File: src/rtl/alu_serial_logic.sv
// Bit-serial 8-bit logic unit (AND/OR/XOR/NOR): one result bit per clock, LSB first.
// Optional zero/parity flag outputs are enabled by defining ALU_SERIAL_FLAGS_EN.
module alu_serial_logic (
    input  logic       clk,
    input  logic       rst,
    input  logic       in_valid,
    output logic       in_ready,
    input  logic [7:0] A,
    input  logic [7:0] B,
    input  logic [1:0] op,
    output logic       out_valid,
    input  logic       out_ready,
    output logic [7:0] Y,
    output logic       busy,
`ifdef ALU_SERIAL_FLAGS_EN
    output logic       zero,
    output logic       parity,
`endif
    output logic [1:0] state_dbg
);

    // Handshake: a transfer happens on a rising edge where valid and ready are both
    // high; valid never depends on ready, and a producer holds its payload until taken.

    typedef enum logic [1:0] {
        IDLE  = 2'd0,
        SHIFT = 2'd1,
        DONE  = 2'd2
    } state_t;

    localparam logic [1:0] OP_AND = 2'b00;
    localparam logic [1:0] OP_OR  = 2'b01;
    localparam logic [1:0] OP_XOR = 2'b10;

    state_t     state;
    state_t     state_next;
    logic [2:0] cnt;
    logic [7:0] a_cap;
    logic [7:0] b_cap;
    logic [1:0] op_cap;
    logic [7:0] sr;
    logic       res_bit;
    logic [7:0] sr_next;
    logic       accept;

    assign in_ready  = (state == IDLE);
    assign busy      = (state == SHIFT);
    assign out_valid = (state == DONE);
    assign state_dbg = state;
    assign accept    = in_valid & in_ready;

    always_comb begin
        res_bit = 1'b0;
        case (op_cap)
            OP_AND:  res_bit = a_cap[cnt] & b_cap[cnt];
            OP_OR:   res_bit = a_cap[cnt] | b_cap[cnt];
            OP_XOR:  res_bit = a_cap[cnt] ^ b_cap[cnt];
            default: res_bit = ~(a_cap[cnt] | b_cap[cnt]);
        endcase
    end

    // New bit enters at the top; after eight shifts bit 0 has reached position 0.
    assign sr_next = {res_bit, sr[7:1]};

    always_comb begin
        state_next = state;
        case (state)
            IDLE:    if (in_valid) state_next = SHIFT;
            SHIFT:   if (cnt == 3'd7) state_next = DONE;
            DONE:    if (out_ready) state_next = IDLE;
            default: state_next = IDLE;
        endcase
    end

    always_ff @(posedge clk) begin
        if (rst) begin
            state <= IDLE;
        end else begin
            state <= state_next;
        end
    end

    always_ff @(posedge clk) begin
        if (rst) begin
            cnt    <= 3'd0;
            a_cap  <= 8'h00;
            b_cap  <= 8'h00;
            op_cap <= 2'b00;
            sr     <= 8'h00;
            Y      <= 8'h00;
        end else begin
            case (state)
                IDLE: begin
                    if (accept) begin
                        a_cap  <= A;
                        b_cap  <= B;
                        op_cap <= op;
                        cnt    <= 3'd0;
                    end
                end
                SHIFT: begin
                    sr  <= sr_next;
                    cnt <= cnt + 3'd1;
                    if (cnt == 3'd7) begin
                        Y <= sr_next;
                    end
                end
                default: ;
            endcase
        end
    end

`ifdef ALU_SERIAL_FLAGS_EN
    always_ff @(posedge clk) begin
        if (rst) begin
            zero   <= 1'b1;
            parity <= 1'b0;
        end else if (state == SHIFT && cnt == 3'd7) begin
            zero   <= (sr_next == 8'h00);
            parity <= ^sr_next;
        end
    end
`endif

endmodule

File: config.mk
export PLATFORM = sky130hd
export DESIGN_NAME = alu_serial_logic
export DESIGN_NICKNAME = d
export VERILOG_FILES = /design/src/rtl/alu_serial_logic.sv
export SDC_FILE = /design/constraint.sdc
export NUM_CORES = 1
export LEC_CHECK = 0
export CAP_MARGIN = 40
export CORE_AREA = 2 2 80 44
export CTS_CLUSTER_DIAMETER = 120
export DETAILED_ROUTE_END_ITERATION = 12
export DIE_AREA = 0 0 82 46
export GPL_ROUTABILITY_DRIVEN = 0
export PLACE_DENSITY = 0.85
export SYNTH_ARGS = -nofsm -noshare
export SYNTH_HDL_FRONTEND = slang
export SYNTH_SLANG_ARGS = --single-unit
File: constraint.sdc
create_clock -name clk -period 3.7 [get_ports clk]
set_input_delay 0.74 -clock clk [delete_from_list [all_inputs] [get_ports clk]]
set_output_delay 0.74 -clock clk [all_outputs]
set_load 0.02 [all_outputs]
; After elaboration in Yosys (flattened, before gate mapping)
; Index checks and enable logic that the tools add are counted.
[classes]
add_sub_neg = 1
magnitude_cmp = 1
n_eq_ne = 9
mux = 11
bitwise = 5
n_reduce_logical = 7
[ops]
columns = op, count
row1 = $bmux 1 s3, 2
row2 = $mux 2, 3
row3 = $ne 2x1->1 const B, 3
row4 = $pmux 2 s3, 1
row5 = $pmux 3 s2, 1
row6 = $reduce_and 2->1, 3
row7 = $eq 2x1->1 const B, 2
row8 = $eq 2x2->1 const B, 2
row9 = $logic_not 2->1, 2
row10 = $lt 3x4->1 const B, 1
row11 = $add 3x1->3 const B, 1
row12 = $eq 3x3->1 const B, 1
row13 = $mux 3, 1
row14 = $pmux 1 s3, 1
row15 = $reduce_and 3->1, 1
row16 = $and 1x1->1, 2
row17 = $mux 1, 2
row18 = $ne 2x2->1 const B, 1
row19 = $reduce_bool 2->1, 1
row20 = $not 1->1, 1
row21 = $or 1x1->1, 1
row22 = $xor 1x1->1, 1
[word_totals]
reg_bits = 39
input_bits = 22
out_inout_bits = 13

; Logic depth before layout (Yosys ltp)
; Gate-level depths: netlist of the first run.
[depth]
word_depth = 5
depth_mapped = 8
ltp_nobuf = 7

; Least setup slack after synthesis of the first run
; OpenSTA, ideal clock, no wires.
[synth_timing]
path_kind = reg2reg
from = reg cnt[0]
to = reg Y[7]
arrival_ns = 1.835
required_ns = 3.571
slack_ns = 1.736
path_stages_with_launch = 8
path_buffers = 1
path_cell_list = dfxtp_1 -> buf_6 -> mux4_2 -> mux2i_1 -> ha_1 -> mux2_2 -> mux2i_1 -> o31ai_1
[synth_between]
elab_chain_len = 5
word_cells_on_any_way = 11
[synth_rtl]
columns = item, line_no
row1 = start: declaration, 37  ; logic [2:0] cnt;
row2 = start signal: assignment, 103  ; cnt <= cnt + 3'd1;
row3 = $bmux 1 s3, -
row4 = $mux 1 (implied by the code), -
row5 = $or 1x1->1, "56, 58"
row6 = $not 1->1, 58  ; default: res_bit = ~(a_cap[cnt] | b_cap[cnt]);
row7 = $pmux 1 s3, 54  ; case (op_cap)
row8 = end signal: assignment, 105  ; Y <= sr_next;
row9 = end: declaration, 13  ; output logic [7:0] Y,
; Parallel ways exist; a longest one is shown, timed or not. The select of a mux whose other input is x is not followed.
; A chain may end at the register's enable or synchronous reset.

; Final worst setup path of the first run
[layout_timing]
from = reg state[0] (netlist: state_dbg[0])
to = out busy
[layout_between]
elab_chain_len = 1
[layout_rtl]
columns = item, line_no
row1 = start: declaration, 35  ; state_t state;
row2 = start signal: assignment, 79  ; state <= state_next;
row3 = $eq 2x1->1, 47  ; assign busy = (state == SHIFT);
row4 = end: declaration, 14  ; output logic busy,
; No other way between the ends.

==> results.md, run 1 <==
* Run status: finished, final reports clean
* Leak at 0.000714 uW
* Power Density at 406 nW/um^2
* CP max stage cell: clkdlybuf4s50_1
* Gr ovfl total at 0
* Reg2Reg Capture Point: sr[7]
* WS Path Type: register to primary output
* EDFF count, synth at 0
* Startpoint types: register
* R2R setup slack at 1.44 ns
* DRC at 0
* Comb power frac at 0.118
* Final hold violations at 0
* Die Span Y at 46 um
* Unrepaired setup endpoints after global routing: no
* Initial core utilization at 0.497
* Number of global-route vias before repair at 1107
* Total Wirelength at 3.24 mm
* RR Startpoint: cnt[0]
* Critical Path, Cell by Cell: nand2b_1 -> inv_2 -> clkdlybuf4s50_1
* Post-synth top cells: 57 x nand2_1, 38 x dfxtp_1, 35 x a21oi_1, 10 x nand3_1, 5 x buf_2
* Vias per cell at 5.07
* Syn Nets at 207
* Slew HR at 0.566
* CORE AREA at 3150 sq um
* Switching power at 191 uW
* Final HPWL DP at 2.31 mm
* CTS buffer count at 5
* DRT antenna net count at 0
* Via count at 1282
* Max Freq at 352 MHz
* Fraction of registers with async set/reset at 0
* Clock transition at path regs at 0.07 ns
* Peak supply drop at 0.240 mV
* DIE AREA at 3770 sq um
* Leading area contributor after synthesis: dfxtp_1
* TNS Setup at 0 ns
* First-pass GRT wire length at 5.20 mm
* Initial DRC Count at 95
* Pre-CTS setup slack at 1.18 ns
* Max cap viols at 0
* Hold_sp: Y[6]
* R2R cell count at 6
* Setup crit end: busy
* Wire per inst at 12.8 um
* Layout cells sized above 1 at 0.0711
* Final nets at 238
* PnR worst setup slack at 0.860 ns
* Sequential area share after synthesis at 0.485
* Die Wd at 82 um
* Slew Limit Fails at 0
* Top_reg_cell synth: dfxtp_1
* Root buf cell: clkbuf_8
* Syn Inst Count at 181
* Period Utilization, post-route at 0.768
* Clock H-tree levels at 2
* Clock Skew at 0.00594 ns
* Ys Warns at 0
* Slew at the pin closest to its max-slew limit at 0.650 ns
* Clock sinks at 38
* CP max stage delay at 0.66 ns
* Switch share at 0.236
* Synth top area share at 0.485
* Critical Path RT at 2.96 ns
* Worst hold-check path type: register to register
* Antenna violations before repair at 0
* Synthesized area per cell at 8.66 sq um
* CTS resizes at 0
* Post-CTS setup buffers at 0
* Syn-to-layout area delta at 27.1%
* Total iterations of the first detailed-routing run at 4
* Ant diodes at 0
* Clk buf depth at 2
* Final setup fails at 0
* IO Port Bufs at 34
* Top cells by area, synth: dfxtp_1 49%, nand2_1 14%, a21oi_1 11%, mux4_2 5.7%, ha_1 3.2%
* CP Launch Point: state_dbg[0]
* Clk pwr share at 0.341
* WP data arrival at 2.10 ns
* Netlist cell types at 23
* Worst skew pair latency at 0.29 ns
* I/O Pins at 35
* Int Pwr at 617 uW
* # hold bufs at CTS at 0
* Critical path endpoint category: primary output
* Worst-path fanout max at 17
* CTS tree: done
* Sequential Power Share at 0.540
* Top-count cell post-synth: nand2_1
* Total track usage at 0.196
* Area of the mapped netlist at 1570 sq um
* Crit path time final at 2.84 ns
* Pin count of the biggest net entering global routing at 27
* Cell Rows at 15
* Number of synthesized register bits at 38
-- metal layers --
metal	part of all wire	track usage	up-vias
met5	0	0	-
met4	0.0083	0.0600	0
met3	0.068	0.0893	6
met2	0.42	0.286	36
met1	0.50	0.262	571
li1	-	-	669
-- layout by cell type (no fill, tap or decap), types with 3 or more instances in the layout --
master and instances:
nand2_1 57, dfxtp_1 38, a21oi_1 35, clkdlybuf4s50_1 34
nand3_1 10, clkbuf_8 6, mux4_2 4, ha_1 4
mux2i_1 3, nand2b_1 3, nand3b_1 3
-- critical path: cells and delay by family, from the launching register on --
family / cells / cell delay (ns)
buffers and inverters: 2 / 0.99
DFF: 1 / 0.48
and+or+nand+nor: 1 / 0.34
-- final cells by class --
class / instances / area, sq um
flip-flops and latches: 38 / 761
repair buffers: 35 / 348
well taps: 42 / 52.6
inverters: 3 / 11.3
multi-input cells: 129 / 737
fillers: 290 / 1160
clock buffers: 6 / 82.6
-- logic make-up after synthesis --
family / count (synthesis) / share of synthesized area
XOR/XNOR: 1 / 0.00559
flip-flops: 38 / 0.485
adder cells (fa/ha/maj): 4 / 0.0319
buffers and inverters: 14 / 0.0447
AO/OA/AOI/OAI: 38 / 0.126
multiplexers: 8 / 0.0838
AND/OR/NAND/NOR: 78 / 0.223
-- registers in the layout, indices dropped and copies added, names as in the netlist --
register   cells
state_dbg      2
op_cap         2
b_cap          8
sr             7
a_cap          8
cnt            3
Y              8
-- worst min-delay path by stage --
stage	to	cells past startpoint	slack, ns
3_3_place_gp	a_cap[3]	2	0.44
3_5_place_dp	Y[2]	2	0.45
4_1_cts	Y[2]	2	0.46
5_1_grt	b_cap[4]	2	0.47
2_1_floorplan	a_cap[2]	2	0.43
6_report	Y[6]	2	0.45
-- power by group through the flow --
stage / sequential, uW / clock (uW) / combinational (uW)
global route: 439 / 299 / 106
finish: 436 / 276 / 95.6
detailed placement: 446 / 0 / 95.5
global placement: 445 / 0 / 92.7
CTS: 436 / 280 / 96.1
floorplan: 442 / 0 / 62.6
-- stage by stage --
step                hold WS, ns  total power, uW  cells  utilization  instance area [sq um]
floorplan                 0.433              504    181            -                   1570
global placement          0.443              538    247        0.606                   1910
detailed placement        0.447              541    247        0.606                   1910
CTS                       0.457              812    253        0.632                   1990
global route              0.473              844    253        0.632                   1990
finish                    0.454              808    253        0.632                   1990
(Power assumes the default switching activity.)
==> run 2, diff against run 1 <==
--- a/config.mk
+++ b/config.mk
@@ -6,12 +6,12 @@
 export NUM_CORES = 1
 export LEC_CHECK = 0
 export CAP_MARGIN = 40
-export CORE_AREA = 2 2 80 44
+export CORE_AREA = 2 2 88 48
 export CTS_CLUSTER_DIAMETER = 120
 export DETAILED_ROUTE_END_ITERATION = 12
-export DIE_AREA = 0 0 82 46
+export DIE_AREA = 0 0 90 50
 export GPL_ROUTABILITY_DRIVEN = 0
-export PLACE_DENSITY = 0.85
+export PLACE_DENSITY = 0.76
 export SYNTH_ARGS = -nofsm -noshare
 export SYNTH_HDL_FRONTEND = slang
 export SYNTH_SLANG_ARGS = --single-unit
==> constraint.sdc (replaced) <==
create_clock -name clk -period 2.6 [get_ports clk]
set_input_delay 0.52 -clock clk [delete_from_list [all_inputs] [get_ports clk]]
set_output_delay 0.52 -clock clk [all_outputs]
set_load 0.02 [all_outputs]
==> results.md, run 2 (synthesis gave the netlist of run 1 again) <==
* Die Span Y at 50 um (+8.7%)
* Period Utilization, post-route at 0.900
* Power Density at 580 nW/um^2 (+43%)
* Layout cells sized above 1 at 0.0884 (+0.0173)
* Total Wirelength at 3.23 mm (-0.34%)
* Registers with the most flip-flops: Y x8, a_cap x8, b_cap x8
* Die Wd at 90 um (+9.8%)
* Run status: finished, final reports clean
* Hold Path Depth at 2 (unchanged)
* Cell Rows at 16 (+1)
* Final nets at 240 (+0.84%)
* Commonest non-fill, non-tap cell in the layout: nand2_1
* Reg2Reg Capture Point: Y[7]
* Worst skew pair latency at 0.30 ns (about the same)
* CTS buffer count at 5 (unchanged)
* Post-layout util at 0.546 (-0.0854)
* Critical Path, Cell by Cell: nand2b_1 -> inv_2 -> clkdlybuf4s50_1
* Final hold slack at 0.456 ns (+0.00200 ns)
* Slew HR at 0.544 (-0.0225)
* Startpoint types: register
* Via count at 1315 (+2.6%)
* Final HPWL DP at 2.29 mm (-0.84%)
* Pin count of the biggest net entering global routing at 23 (-15%)
* Hold_sp: b_cap[1]
* Leak at 0.000728 uW (+1.9%)
* Crit path time final at 2.34 ns
* CP delay by family, top: buffers and inverters
* Critical path endpoint category: primary output
* I/O Pins at 35 (unchanged)
* Vias per cell at 4.89 (-3.5%)
* Clock H-tree levels at 2 (unchanged)
* Gr ovfl total at 0 (unchanged)
* Post-CTS setup buffers at 0 (unchanged)
* Total iterations of the first detailed-routing run at 4 (unchanged)
* Syn-to-layout area delta at 29.8%
* Clk buf depth at 2 (unchanged)
* First-pass GRT wire length at 5.75 mm (+11%)
* Critical Path RT at 2.08 ns (-0.88 ns)
* Final hold violations at 0 (unchanged)
* Total track usage at 0.163 (-0.0330)
* R2R cell count at 6 (unchanged)
* Unrepaired setup endpoints after global routing: no
* Clock sinks at 38 (unchanged)
* DIE AREA at 4500 sq um (+19%)
* Final setup fails at 0 (unchanged)
* Slew at the pin closest to its max-slew limit at 0.684 ns (+0.0337 ns)
* WP data arrival at 1.82 ns (-0.28 ns)
* Worst-path fanout max at 17 (unchanged)
* RR Startpoint: cnt[0]
* Root buf cell: clkbuf_8
* Hold Path Sink: b_cap[1]
* Clock transition at path regs at 0.08 ns (about the same)
* CP max stage delay at 0.66 ns (about the same)
* Clock Skew at 0.0117 ns (+0.00572 ns)
* CP max stage cell: clkdlybuf4s50_1
* CORE AREA at 3720 sq um (+18%)
* Max cap viols at 0 (unchanged)
* DRC at 0 (unchanged)
* Wire per inst at 12.0 um (-6.3%)
* Ant diodes at 0 (unchanged)
* # hold bufs at CTS at 0 (unchanged)
* Max Freq at 427 MHz
* R2R setup slack at 0.34 ns (-1.10 ns)
* Antenna violations before repair at 0 (unchanged)
* TNS Setup at 0 ns (unchanged)
* Most frequent cells in the layout: 57 x nand2_1, 38 x dfxtp_1, 35 x a21oi_1
* WS Path Type: register to primary output
* IO Port Bufs at 34 (unchanged)
* Buf/Inv on CP at 2 (unchanged)
* Initial core utilization at 0.421 (-0.0762)
* Slew Limit Fails at 0 (unchanged)
* Initial DRC Count at 49 (-48%)
* CTS tree: done
* Number of global-route vias before repair at 1252 (+13%)
* Peak supply drop at 0.304 mV (+26%)
* DRT antenna net count at 0 (unchanged)
* Worst hold-check path type: register to register
* CTS resizes at 0 (unchanged)
run 2: cell count changes in the layout (fill, tap and decap cells not counted), sizes merged:
| cell | before | now |
|---|---|---|
| clkinv | 0 | 1 |
| buf | 1 | 3 |
| clkinvlp | 0 | 1 |
run 2: worst max path at each step:
stage / end / cells after the start / from / slack [ns]
after global routing: busy / 3 / state_dbg[0] / 0.13
after detailed placement: Y[7] / 6 / cnt[0] / 0.33
after global placement: Y[7] / 6 / cnt[0] / 0.46
after floorplan: Y[7] / 7 / cnt[0] / 0.64
after CTS: busy / 3 / state_dbg[0] / 0.26
final: busy / 3 / state_dbg[0] / 0.26
run 2: stage by stage:
stage | setup WS [ns] | power, uW | cells | area [sq um]
floorplan | 0.636 | 718 | 181 | 1570
global placement | 0.460 | 771 | 261 | 1940
detailed placement | 0.328 | 774 | 261 | 1940
CTS | 0.261 | 1190 | 269 | 2030
global route | 0.129 | 1240 | 269 | 2030
finish | 0.260 | 1180 | 269 | 2030
run 2: final cells by class:
cell class	instances	area (sq um)
multi-input combinational	129	737
fill	370	1690
clock buffer	6	82.6
sequential	38	761
tap	54	67.6
clock inverter	2	12.5
inverter	3	11.3
timing repair buffer	37	363
run 2: per-layer routing:
metal	track usage	wire [um]	part of all wire	vias up
met4	0.0769	59	0.018	0
met5	0	0	0	-
met2	0.242	1300	0.40	34
met3	0.0535	195	0.060	7
met1	0.217	1680	0.52	602
li1	-	-	-	672
run 2: where the power goes:
group	leakage (uW)	switching (uW)	total (uW)	internal (uW)
clock	0.0000472	206	419	213
sequential	0.000309	17.9	621	603
combinational	0.000371	66.3	139	72.9
run 2: worst reg2reg max path: cells and delay by family, from the launching register on:
| kind | cells | cell delay [ns] |
|---|---|---|
| multiplexers | 4 | 1.24 |
| flip-flops | 1 | 0.53 |
| adder cells (fa/ha/maj) | 1 | 0.27 |
| AO/OA/AOI/OAI | 1 | 0.10 |
